**src/rtl/pc_fetch_ctrl.sv**
```systemverilog
// Program counter owner and imem fetch sequencer feeding the IF/ID boundary.
// Optional MIPS branch delay slot behaviour is enabled by defining PC_FETCH_DELAY_SLOT_EN.
module pc_fetch_ctrl #(
  parameter logic [31:0] RESET_VECTOR = 32'h0040_0000
) (
  input  logic        clk,
  input  logic        rst_n,
  input  logic        stall,
  input  logic        jump_en,
  input  logic [31:0] jump_instr,
  input  logic [31:0] jump_pcplus4,
  input  logic        branch_en,
  input  logic [31:0] branch_tgt,
  input  logic        jr_en,
  input  logic [31:0] jr_tgt,
  output logic        imem_req,
  output logic [31:0] imem_addr,
  input  logic        imem_ack,
  input  logic [31:0] imem_rdata,
  output logic        if_valid,
  output logic [31:0] if_instr,
  output logic [31:0] if_pc,
  output logic        flush,
  output logic        addr_err
);

  typedef enum logic [1:0] {BOOT, FETCH, SLOT} state_t;

  state_t      state_q, state_d;
  logic [31:0] pc_q, pc_d;
  logic        if_valid_q, if_valid_d;
  logic [31:0] if_instr_q, if_instr_d;
  logic [31:0] if_pc_q, if_pc_d;
  logic        addr_err_q, addr_err_d;

  logic        redir_req;
  logic [31:0] raw_tgt;
  logic [31:0] redir_tgt;
  logic        misaligned;
  logic        deliver;
  logic        consume;
  logic        unused_bits;

  assign unused_bits = ^{jump_instr[31:26], jump_pcplus4[27:0]};

  // Redirect target selection, jr > jump > branch; low address bits are dropped.
  always_comb begin
    redir_req  = jr_en | jump_en | branch_en;
    raw_tgt    = branch_tgt;
    misaligned = 1'b0;
    if (jr_en) begin
      raw_tgt    = jr_tgt;
      misaligned = (jr_tgt[1:0] != 2'b00);
    end else if (jump_en) begin
      raw_tgt = {jump_pcplus4[31:28], jump_instr[25:0], 2'b00};
    end else if (branch_en) begin
      misaligned = (branch_tgt[1:0] != 2'b00);
    end
    redir_tgt = {raw_tgt[31:2], 2'b00};
  end

  assign imem_req  = (state_q != BOOT) && !(if_valid_q && stall);
  assign imem_addr = pc_q;
  assign deliver   = imem_req && imem_ack;
  assign consume   = if_valid_q && !stall;

`ifdef PC_FETCH_DELAY_SLOT_EN
  logic [31:0] slot_tgt_q, slot_tgt_d;

  // Delay slot mode: the instruction after a branch always gets delivered before the target.
  always_comb begin
    state_d    = state_q;
    pc_d       = pc_q;
    if_valid_d = if_valid_q;
    if_instr_d = if_instr_q;
    if_pc_d    = if_pc_q;
    addr_err_d = 1'b0;
    slot_tgt_d = slot_tgt_q;
    flush      = 1'b0;
    if (state_q == BOOT) begin
      state_d = FETCH;
    end else begin
      if (consume) if_valid_d = 1'b0;
      if (deliver) begin
        if_valid_d = 1'b1;
        if_instr_d = imem_rdata;
        if_pc_d    = pc_q;
        pc_d       = pc_q + 32'd4;
      end
      if (state_q == FETCH && redir_req) begin
        addr_err_d = misaligned;
        if (deliver) begin
          pc_d = redir_tgt;
        end else begin
          slot_tgt_d = redir_tgt;
          state_d    = SLOT;
        end
      end else if (state_q == SLOT && deliver) begin
        pc_d    = slot_tgt_q;
        state_d = FETCH;
      end
    end
  end

  always_ff @(posedge clk or negedge rst_n) begin
    if (!rst_n) slot_tgt_q <= 32'h0;
    else        slot_tgt_q <= slot_tgt_d;
  end
`else
  // No delay slot: an accepted redirect discards whatever imem returns this cycle.
  always_comb begin
    state_d    = state_q;
    pc_d       = pc_q;
    if_valid_d = if_valid_q;
    if_instr_d = if_instr_q;
    if_pc_d    = if_pc_q;
    addr_err_d = 1'b0;
    flush      = 1'b0;
    if (state_q == BOOT) begin
      state_d = FETCH;
    end else if (redir_req) begin
      pc_d       = redir_tgt;
      flush      = 1'b1;
      if_valid_d = 1'b0;
      addr_err_d = misaligned;
    end else if (deliver) begin
      if_valid_d = 1'b1;
      if_instr_d = imem_rdata;
      if_pc_d    = pc_q;
      pc_d       = pc_q + 32'd4;
    end else if (consume) begin
      if_valid_d = 1'b0;
    end
  end
`endif

  always_ff @(posedge clk or negedge rst_n) begin
    if (!rst_n) begin
      state_q    <= BOOT;
      pc_q       <= RESET_VECTOR;
      if_valid_q <= 1'b0;
      if_instr_q <= 32'h0;
      if_pc_q    <= 32'h0;
      addr_err_q <= 1'b0;
    end else begin
      state_q    <= state_d;
      pc_q       <= pc_d;
      if_valid_q <= if_valid_d;
      if_instr_q <= if_instr_d;
      if_pc_q    <= if_pc_d;
      addr_err_q <= addr_err_d;
    end
  end

  assign if_valid = if_valid_q;
  assign if_instr = if_instr_q;
  assign if_pc    = if_pc_q;
  assign addr_err = addr_err_q;

endmodule
```
**config.mk**
```make
export PLATFORM = sky130hd
export DESIGN_NAME = pc_fetch_ctrl
export DESIGN_NICKNAME = d
export VERILOG_FILES = /design/src/rtl/pc_fetch_ctrl.sv
export SDC_FILE = /design/constraint.sdc
export NUM_CORES = 1
export LEC_CHECK = 0
export CORE_UTILIZATION = 43
export CTS_CLUSTER_SIZE = 28
export DETAILED_ROUTE_END_ITERATION = 6
export PLACE_DENSITY = 0.87
export SYNTH_ARGS = -nofsm -noshare
export SYNTH_HDL_FRONTEND = slang
export SYNTH_SLANG_ARGS = --single-unit
```
**constraint.sdc**
```tcl
create_clock -name clk -period 3.68 [get_ports clk]
set_input_delay 0.368 -clock clk [delete_from_list [all_inputs] [get_ports clk]]
set_output_delay 0.368 -clock clk [all_outputs]
set_load 0.05 [all_outputs]
```
==> summary.txt, run 1 <==
Worst setup path
  – Reg2reg end: imem_addr[26]
  – CP required: 3920 ps
  – Critical path buffers and inverters: 1
  – Slowest CP cell: nor2b_2
  – Setup CP Type: in2reg
  – Slowest stage delay, CP: 1020 ps
  – R2r worst-path depth: 5
  – Worst r2r src: imem_addr[16]
  – Cell family contributing the most delay on the critical path: simple AND/OR/NAND/NOR gates
  – Most common cell on crit path: o21ai_0
  – Max FO, Critical Path: 27
  – Worst path depth: 6
  – Worst setup SP type: primary input
  – Crit-path cells: clkdlybuf4s50_1 > nor2b_2 > a22oi_1 > o21ai_0 > o21ai_0 > o211ai_1
  – Arrival time worst endpoint: 2760 ps
  – R2r setup slk: 1390 ps
  – Endpoint class of the critical path: flop

Global route
  – Pin count of the biggest net entering global routing: 71
  – Vias in the first global route: 4,661
  – Initial antenna violation count: 0
  – Global-route wire length before repair: 23,400 µm
  – Overall Global Routing Usage: 25.6%
  – GRT overflow: 0

Clock tree
  – H-tree depth: 3
  – Hold buffers post-CTS: 0
  – Post-CTS sizing: 0
  – CTS tree: done
  – CTS root buffer: clkbuf_16
  – Insertion delay to the later sink of the worst-skew pair: 340 ps
  – Setup Buffers After CTS: 0
  – CTS Sinks: 95
  – TritonCTS buffer count: 9
  – Worst-path clk slew: 70 ps
  – Maximum root-to-sink buffer count: 2

Outcome
  – Status: completed

Finish
  – Fin area: 7620 µm²
  – Ant. Diodes: 0
  – Share of layout cells above drive strength 1: 13.6%
  – Layout Nets: 861
  – Synth-to-Final Area Change: 53.1%

Floorplan
  – Row count: 38
  – IO Pins: 267
  – Die area: 12,000 µm²
  – Initial Util: 44.9%
  – Die width: 110 µm
  – Die H: 110 µm
  – Core area: 11,100 µm²

Route
  – Avg WL per Cell: 18.3 µm
  – ANT nets after route: 0
  – Iter 0 DRT Violations: 341
  – Via Count: 4,810
  – DRC: 0
  – First-pass detailed-route iteration total: 5
  – Vias/cell: 5.74
  – Drt total wl: 15,400 µm

Worst hold path
  – Hold Path Class: in2async

Power
  – P_leak: 3.16 nW
  – Total power: 4.34 mW
  – Peak supply drop: 360 µV
  – PD cells: 570 nW/µm²

Synth
  – Count leader, synth: dfrtp_1
  – Mapped Area: 4970 µm²
  – Commonest cells in the netlist: 94 x dfrtp_1, 59 x o21ai_0, 39 x nand2_1, 36 x mux2_2, 29 x nor2_1
  – Area contributors post-synth: dfrtp_1 47%, mux2_2 8.1%, mux2_4 6.0%, o21ai_0 5.9%, a22oi_1 3.8%
  – Post-Syn Instances: 484
  – Synth warnings: 0
  – Syn avg cell area: 10.3 µm²
  – Sequential-to-total area share from yosys stat: 47.8%
  – Number of enable flip-flop cells after synthesis: 0
  – Ys async rst share: 100%
  – Top cell type by total area after synthesis: dfrtp_1
  – Synth Flop Type: dfrtp_1
  – Synth Register Bits: 95
  – Area share of the largest cell type after synthesis: 47.3%
  – Synth unique cells: 48

STA
  – Setup violators final: 0
  – Hold slack: 135 ps
  – Fin Setup TNS: 0 ps
  – Max-slew headroom: 13.2%
  – Worst-Margin Slew: 1290 ps
  – Final Critical Period: 2520 ps
  – Fin. max-slew vios: 0
  – Final setup margin: 1160 ps
  – Maximum clock frequency: 396 MHz
  – Final hold vios: 0
  – Unrepaired setup endpoints after global routing: false
  – Tcrit/Tclk final: 68.6%
  – Skew final: 6.88 ps

Placement
  – PortBufs: 228
  – Gpl congestion: 0.847
  – DP Area: 7300 µm²
  – DP HPWL: 11,400 µm
  – Place WS: 806 ps

Flow run
  – Max Cap Viol: 0
-- final cells by class --
cell class	count	area (µm²)
Timing Repair Buffer	237	2340
Multi-Input combinational cell	347	2390
Inverter	3	11.3
Tap cell	140	175
Sequential cell	95	2380
Clock inverter	7	96.3
Fill cell	838	3460
Clock buffer	9	225
-- worst max-delay path by stage --
| stage | from | endpoint | slack [ps] |
|---|---|---|---|
| after global routing | branch_en | imem_addr[19] | 1010 |
| after detailed placement | branch_en | imem_addr[19] | 810 |
| after CTS | branch_en | imem_addr[19] | 1160 |
| final | branch_en | imem_addr[19] | 1160 |
| after global placement | branch_en | imem_addr[28] | 950 |
| after floorplan | imem_addr[16] | imem_addr[29] | 1380 |
-- layout by cell type (no fill, tap or decap), types with 2 or more instances in the layout --
master	n
nor4_1	5
and2_1	2
a21oi_1	18
nand3_1	13
clkbuf_16	9
mux2i_1	3
nor2b_1	4
o32ai_1	2
or3_1	4
nand2_1	39
a41oi_1	3
o21ai_0	59
mux2_2	36
clkdlybuf4s50_1	225
and3_2	3
a22oi_1	25
and3_1	5
o211ai_1	4
nor2_1	29
o311ai_1	2
and4_1	2
a211oi_1	3
clkinv_2	2
inv_1	3
mux2_4	20
a31oi_1	11
mux2_1	4
or4_1	3
conb_1	5
clkinv_4	2
o31ai_1	2
nand4_1	5
nor3_1	10
buf_4	11
o2bb2ai_1	5
bufinv_16	2
a221oi_1	7
dfrtp_1	94
-- power breakdown --
part / switching (mW) / total (mW) / internal [mW]
Sequential: 0.194 / 1.46 / 1.27
Combinational: 1.15 / 1.87 / 0.726
Clock: 0.406 / 1.00 / 0.598
Total: 1.75 / 4.34 / 2.59
-- state kept, by name, summed over array words and instances (netlist names) --
name	cells
if_instr	32
if_pc	30
imem_addr	30
addr_err	1
if_valid	1
state_q	1
-- layer usage --
metal / GRT usage, % / part of all wire (%)
met5: 0 / 0
met2: 44.9 / 50
met4: 8.86 / 2.0
met1: 30.3 / 38
met3: 6.70 / 9.9
-- logic make-up (layout without fill, tap and decap cells) --
logic type | Yosys count | after routing | synth area share, %
AOI/OAI and AO/OA | 145 | 145 | 18.2
buffers and inverters | 45 | 256 | 4.60
muxes | 63 | 63 | 15.7
other | 2 | 5 | 0.151
DFF | 95 | 95 | 47.8
adders and majority gates | 1 | 1 | 0.251
and+or+nand+nor | 133 | 133 | 13.3
-- stage by stage --
stage	util, %	instances
2_1_floorplan	-	487
3_3_place_gp	65.9	822
3_5_place_dp	65.9	822
4_1_cts	68.8	838
5_1_grt	68.8	838
6_report	68.8	838
No activity file was read; power rests on OpenSTA's default activity.
==> run 2: changes to the inputs <==
--- a/config.mk
+++ b/config.mk
@@ -5,10 +5,10 @@
 export SDC_FILE = /design/constraint.sdc
 export NUM_CORES = 1
 export LEC_CHECK = 0
-export CORE_UTILIZATION = 43
+export CORE_UTILIZATION = 36
 export CTS_CLUSTER_SIZE = 28
 export DETAILED_ROUTE_END_ITERATION = 6
-export PLACE_DENSITY = 0.87
+export PLACE_DENSITY = 0.78
 export SYNTH_ARGS = -nofsm -noshare
 export SYNTH_HDL_FRONTEND = slang
 export SYNTH_SLANG_ARGS = --single-unit
==> constraint.sdc (replaced) <==
create_clock -name clk -period 2.3 [get_ports clk]
set_input_delay 0.23 -clock clk [delete_from_list [all_inputs] [get_ports clk]]
set_output_delay 0.23 -clock clk [all_outputs]
set_load 0.05 [all_outputs]
==> run 2 against run 1 <==
Critical path depth shrank 1. Cell count grew 8.2%. Worst hold slack gained 270 ps. Non-clock buffer count grew 33. Critical path type is now reg2reg. Highest routed layer unchanged. Routed wire length grew 3.1%. Clock skew grew 3.2 ps. Global-route usage shrank 3.0 points. Core utilization shrank 8.8 points. Combinational power grew 68%.
==> summary.txt, run 2 (same netlist as run 1, synthesis figures left out) <==
Outcome
  – Status: completed

Finish
  – Area of the multi-input gates: 2390 µm²
  – Layout Nets: 894
  – FF+latch area: 2380 µm²
  – Share of layout cells above drive strength 1: 17.5%
  – Filler Cell Count: 1,131
  – Number of flip-flops under the largest register name: 32
  – Synth-to-Final Area Change: 60.9%
  – Most common cell after layout, fill and taps aside: clkdlybuf4s50_1
  – Ant. Diodes: 0
  – Most frequent cells in the layout: 224 x clkdlybuf4s50_1, 94 x dfrtp_1, 59 x o21ai_0

Floorplan
  – IO Pins: 267
  – Die width: 120 µm
  – Die H: 120 µm
  – Row count: 42
  – Core area: 13,300 µm²
  – Die area: 14,300 µm²
  – Initial Util: 37.3%

STA
  – Hold slack: 408 ps
  – Final hold vios: 0
  – Skew final: 10.0 ps
  – Max-slew headroom: 58.8%
  – Setup violators final: 0
  – Final Critical Period: 2080 ps
  – Tcrit/Tclk final: 90.5%
  – Fin. max-slew vios: 0
  – Worst-Margin Slew: 613 ps
  – Fin Setup TNS: 0 ps
  – Maximum clock frequency: 480 MHz
  – Unrepaired setup endpoints after global routing: false

Route
  – Met2 wire len: 7940 µm
  – First-pass detailed-route iteration total: 5
  – Via Count: 4,870
  – Highest metal used: met4
  – Iter 0 DRT Violations: 244
  – Drt total wl: 15,800 µm
  – Avg WL per Cell: 17.5 µm
  – Metal3 WL: 1220 µm
  – Vias/cell: 5.37
  – M1 wire length: 6410 µm
  – DRC: 0
  – ANT nets after route: 0

Worst setup path
  – Setup CP Type: reg2reg
  – Worst setup SP type: flop
  – CP required: 2580 ps
  – Crit-path cells: nand3_1 > or3_1 > or4_4 > or4_1 > nand3_1
  – Worst r2r src: imem_addr[22]
  – Crit path launch: imem_addr[22]
  – Slowest CP cell: dfstp_2
  – Endpoint class of the critical path: flop
  – Slowest stage delay, CP: 570 ps
  – Most common cell on crit path: nand3_1
  – Arrival time worst endpoint: 2360 ps
  – Max FO, Critical Path: 5

Clock tree
  – Setup Buffers After CTS: 0
  – Worst-path clk slew: 70 ps
  – CTS Sinks: 95
  – CTS root buffer: clkbuf_16
  – CTS tree: done
  – Insertion delay to the later sink of the worst-skew pair: 350 ps
  – Maximum root-to-sink buffer count: 2
  – TritonCTS buffer count: 9
  – H-tree depth: 3

Power
  – PD cells: 902 nW/µm²
  – P_leak: 3.36 nW
  – Peak supply drop: 356 µV

Global route
  – GRT overflow: 0
  – Vias in the first global route: 4,853
  – Global-route wire length before repair: 25,000 µm
  – Pin count of the biggest net entering global routing: 47
  – Initial antenna violation count: 0
  – Overall Global Routing Usage: 22.6%

Flow run
  – Max Cap Viol: 0

Placement
  – Gpl congestion: 0.877
  – PortBufs: 228
  – DP HPWL: 12,300 µm

Worst hold path
  – Hold Path Class: in2async
-- run 2: layout make-up --
class	instances	area share, %
sequential	95	29.7
clock buffer	12	3.33
multi-input combinational	347	29.9
clock inverter	4	1.23
timing repair buffer	270	32.9
tap	176	2.75
inverter	3	0.141
-- run 2: where the power goes --
group | leakage [nW] | internal, mW | total [mW] | switching (mW)
Sequential | 1.18 | 2.03 | 2.28 | 0.246
Clock | 0.179 | 1.16 | 1.79 | 0.635
Combinational | 2.00 | 1.24 | 3.15 | 1.91
Total | 3.36 | 4.43 | 7.22 | 2.79
-- run 2: metal layers --
layer | vias up | GRT usage (%)
li1 | 2285 | -
met1 | 2330 | 27.6
met2 | 235 | 39.5
met3 | 20 | 4.71
met4 | 0 | 7.89
met5 | - | 0
-- run 2: final timing paths --
path / to / slack (ps) / cells after the start
max in group asynchronous: imem_addr[9] / 1200 / 3
max reg2reg: imem_addr[29] / 220 / 5
min: if_pc[3] / 410 / 2
max: imem_addr[29] / 220 / 5
min in group clk: if_pc[23] / 480 / 2
min reg2reg: if_pc[23] / 480 / 2
-- run 2: worst max-delay path, delay by kind of cell, from the launching register on --
| kind | cells | cell delay [ps] |
|---|---|---|
| simple gates | 5 | 1460 |
| flops | 1 | 570 |
-- run 2: what timing repair did --
action                                  CTS  global route
endpoints found under the hold margin    35             0
hold buffers                              1             0
endpoints found under the setup margin    0             0
resized for setup                         0             0
-- run 2: per-stage QoR --
step	instances	utilization, %	power (mW)	worst slack [ps]	instance area [µm²]
floorplan	487	-	4.17	0.427	4990
global placement	890	57.2	5.41	69.3	7630
detailed placement	890	57.2	5.47	31.2	7630
CTS	907	60.0	7.28	211	8010
global route	907	60.0	7.50	94.1	8010
finish	907	60.0	7.22	219	8010
==> run 3: changes to the inputs <==
--- a/config.mk
+++ b/config.mk
@@ -5,10 +5,10 @@
 export SDC_FILE = /design/constraint.sdc
 export NUM_CORES = 1
 export LEC_CHECK = 0
-export CORE_UTILIZATION = 36
+export CORE_UTILIZATION = 43
 export CTS_CLUSTER_SIZE = 28
 export DETAILED_ROUTE_END_ITERATION = 6
-export PLACE_DENSITY = 0.78
+export PLACE_DENSITY = 0.87
 export SYNTH_ARGS = -nofsm -noshare
 export SYNTH_HDL_FRONTEND = slang
 export SYNTH_SLANG_ARGS = --single-unit
==> constraint.sdc (replaced) <==
create_clock -name clk -period 2.6 [get_ports clk]
set_input_delay 0.26 -clock clk [delete_from_list [all_inputs] [get_ports clk]]
set_output_delay 0.26 -clock clk [all_outputs]
set_load 0.05 [all_outputs]
==> run 3 against run 2 <==
Cell count fell by 6.2%. Core utilization grew 9.7 points. First-iteration DRC count grew 64%. Power decreased by 15%. Critical endpoint is now imem_addr[23]. Largest cell class unchanged.
==> summary.txt, run 3 (same netlist as run 1, synthesis figures left out) <==
STA
  – Maximum clock frequency: 440 MHz
  – Fin. max-slew vios: 0
  – Final hold vios: 0
  – Unrepaired setup endpoints after global routing: false
  – Tcrit/Tclk final: 87.5%
  – Max-slew headroom: 19.9%
  – Skew final: 3.93 ps
  – Setup violators final: 0
  – Worst-Margin Slew: 1200 ps
  – Final Critical Period: 2270 ps

Placement
  – DP Area: 7410 µm²
  – Gpl congestion: 0.868
  – PortBufs: 228
  – DP HPWL: 11,900 µm

Global route
  – Pin count of the biggest net entering global routing: 63
  – Global-route wire length before repair: 25,200 µm
  – Overall Global Routing Usage: 27.8%
  – Initial antenna violation count: 0
  – GRT overflow: 0
  – Vias in the first global route: 4,866

Route
  – First-pass detailed-route iteration total: 5
  – Highest metal used: met4
  – Drt total wl: 16,200 µm
  – Metal3 WL: 1410 µm
  – Met2 wire len: 8270 µm
  – M1 wire length: 6240 µm
  – DRC: 0
  – Vias/cell: 5.73
  – ANT nets after route: 0
  – Avg WL per Cell: 19.0 µm
  – Via Count: 4,880
  – Iter 0 DRT Violations: 401

Worst hold path
  – Hold Path Cell Cnt: 4
  – Hold Path Class: in2reg

Worst setup path
  – R2r worst-path depth: 6
  – Worst setup SP type: primary input
  – Critical path destination: imem_addr[23]
  – R2r setup slk: 380 ps
  – Slowest CP cell: nor2b_2
  – Arrival time worst endpoint: 2540 ps
  – Reg2reg end: imem_addr[18]
  – Worst path depth: 6
  – Cell family contributing the most delay on the critical path: simple AND/OR/NAND/NOR gates
  – Crit path launch: branch_en
  – CP required: 2860 ps
  – Max FO, Critical Path: 27
  – Slowest stage delay, CP: 970 ps
  – Endpoint class of the critical path: flop
  – Setup CP Type: in2reg
  – Worst r2r src: imem_addr[2]
  – Critical path buffers and inverters: 1
  – Crit-path cells: clkdlybuf4s50_1 > nor2b_2 > a22oi_1 > o21ai_0 > a31oi_1 > o2bb2ai_1

Floorplan
  – Initial Util: 44.9%
  – Die H: 110 µm
  – Core area: 11,100 µm²
  – Die area: 12,000 µm²
  – Row count: 38
  – Die width: 110 µm
  – IO Pins: 267

Finish
  – Most common cell after layout, fill and taps aside: clkdlybuf4s50_1
  – Ant. Diodes: 0
  – Most frequent cells in the layout: 225 x clkdlybuf4s50_1, 94 x dfrtp_1, 59 x o21ai_0
  – Share of layout cells above drive strength 1: 14.9%
  – Layout Utilization: 69.7%
  – Fin area: 7720 µm²
  – Layout Nets: 874
  – Number of flip-flops under the largest register name: 32
  – Synth-to-Final Area Change: 55.2%

Clock tree
  – Hold buffers post-CTS: 1
  – CTS Sinks: 95
  – Maximum root-to-sink buffer count: 2
  – TritonCTS buffer count: 9
  – Worst-path clk slew: 70 ps
  – Post-CTS sizing: 0
  – Insertion delay to the later sink of the worst-skew pair: 340 ps
  – CTS root buffer: clkbuf_16
  – H-tree depth: 3
  – CTS tree: done
  – Setup Buffers After CTS: 0

Flow run
  – Max Cap Viol: 0

Power
  – PD cells: 790 nW/µm²
  – P_leak: 3.21 nW
  – Total power: 6.10 mW
  – Peak supply drop: 612 µV

Outcome
  – Status: completed
[run 3: changes by cell type in the layout (fill, tap and decap cells not counted), sizes merged]
cell           before  now
clkinv              0    2
bufinv              3    1
inv                 4    5
buf                45   24
clkinvlp            0    1
clkdlybuf4s50     224  225
clkbuf             12   10
[run 3: routing by layer]
layer | track usage (%) | vias to the layer above
met1 | 33.5 | 2331
li1 | - | 2237
met4 | 10.0 | 0
met5 | 0 | -
met2 | 48.8 | 283
met3 | 5.75 | 29
[run 3: power breakdown]
part           internal, mW  switching [mW]
logic                  1.05            1.66
registers              1.80           0.256
clock network         0.753           0.575
[run 3: through the flow]
step                      setup slack [ps]  setup TNS [ps]  hold WS, ps  std cells
after CTS                              356               0          341        851
after global placement                 167               0          322        834
after floorplan                        300               0        -35.6        487
final                                  326               0          356        851
after detailed placement            -0.514          -0.514          340        834
after global routing                   155               0          376        851
[run 3: final cells by class]
| type | count | area [µm²] |
|---|---|---|
| clock inverter | 6 | 68.8 |
| multi-input combinational | 347 | 2390 |
| fill | 818 | 3360 |
| inverter | 3 | 11.3 |
| sequential | 95 | 2380 |
| timing repair buffer | 250 | 2460 |
| tap | 140 | 175 |
| clock buffer | 10 | 229 |
[run 3: worst min path at each step]
| stage | from | slack [ps] | to |
|---|---|---|---|
| after global placement | rst_n | 320 | if_pc[5] |
| final | jr_en | 360 | imem_addr[3] |
| after CTS | jr_en | 340 | imem_addr[3] |
| after floorplan | rst_n | -40 | addr_err |
| after detailed placement | rst_n | 340 | imem_addr[2] |
| after global routing | jr_en | 380 | imem_addr[3] |
[run 3: worst min-delay path, stage by stage]
cell,delay [ps]
buf_2,120
nor3_1,120
nand2_1,90
a31oi_1,70
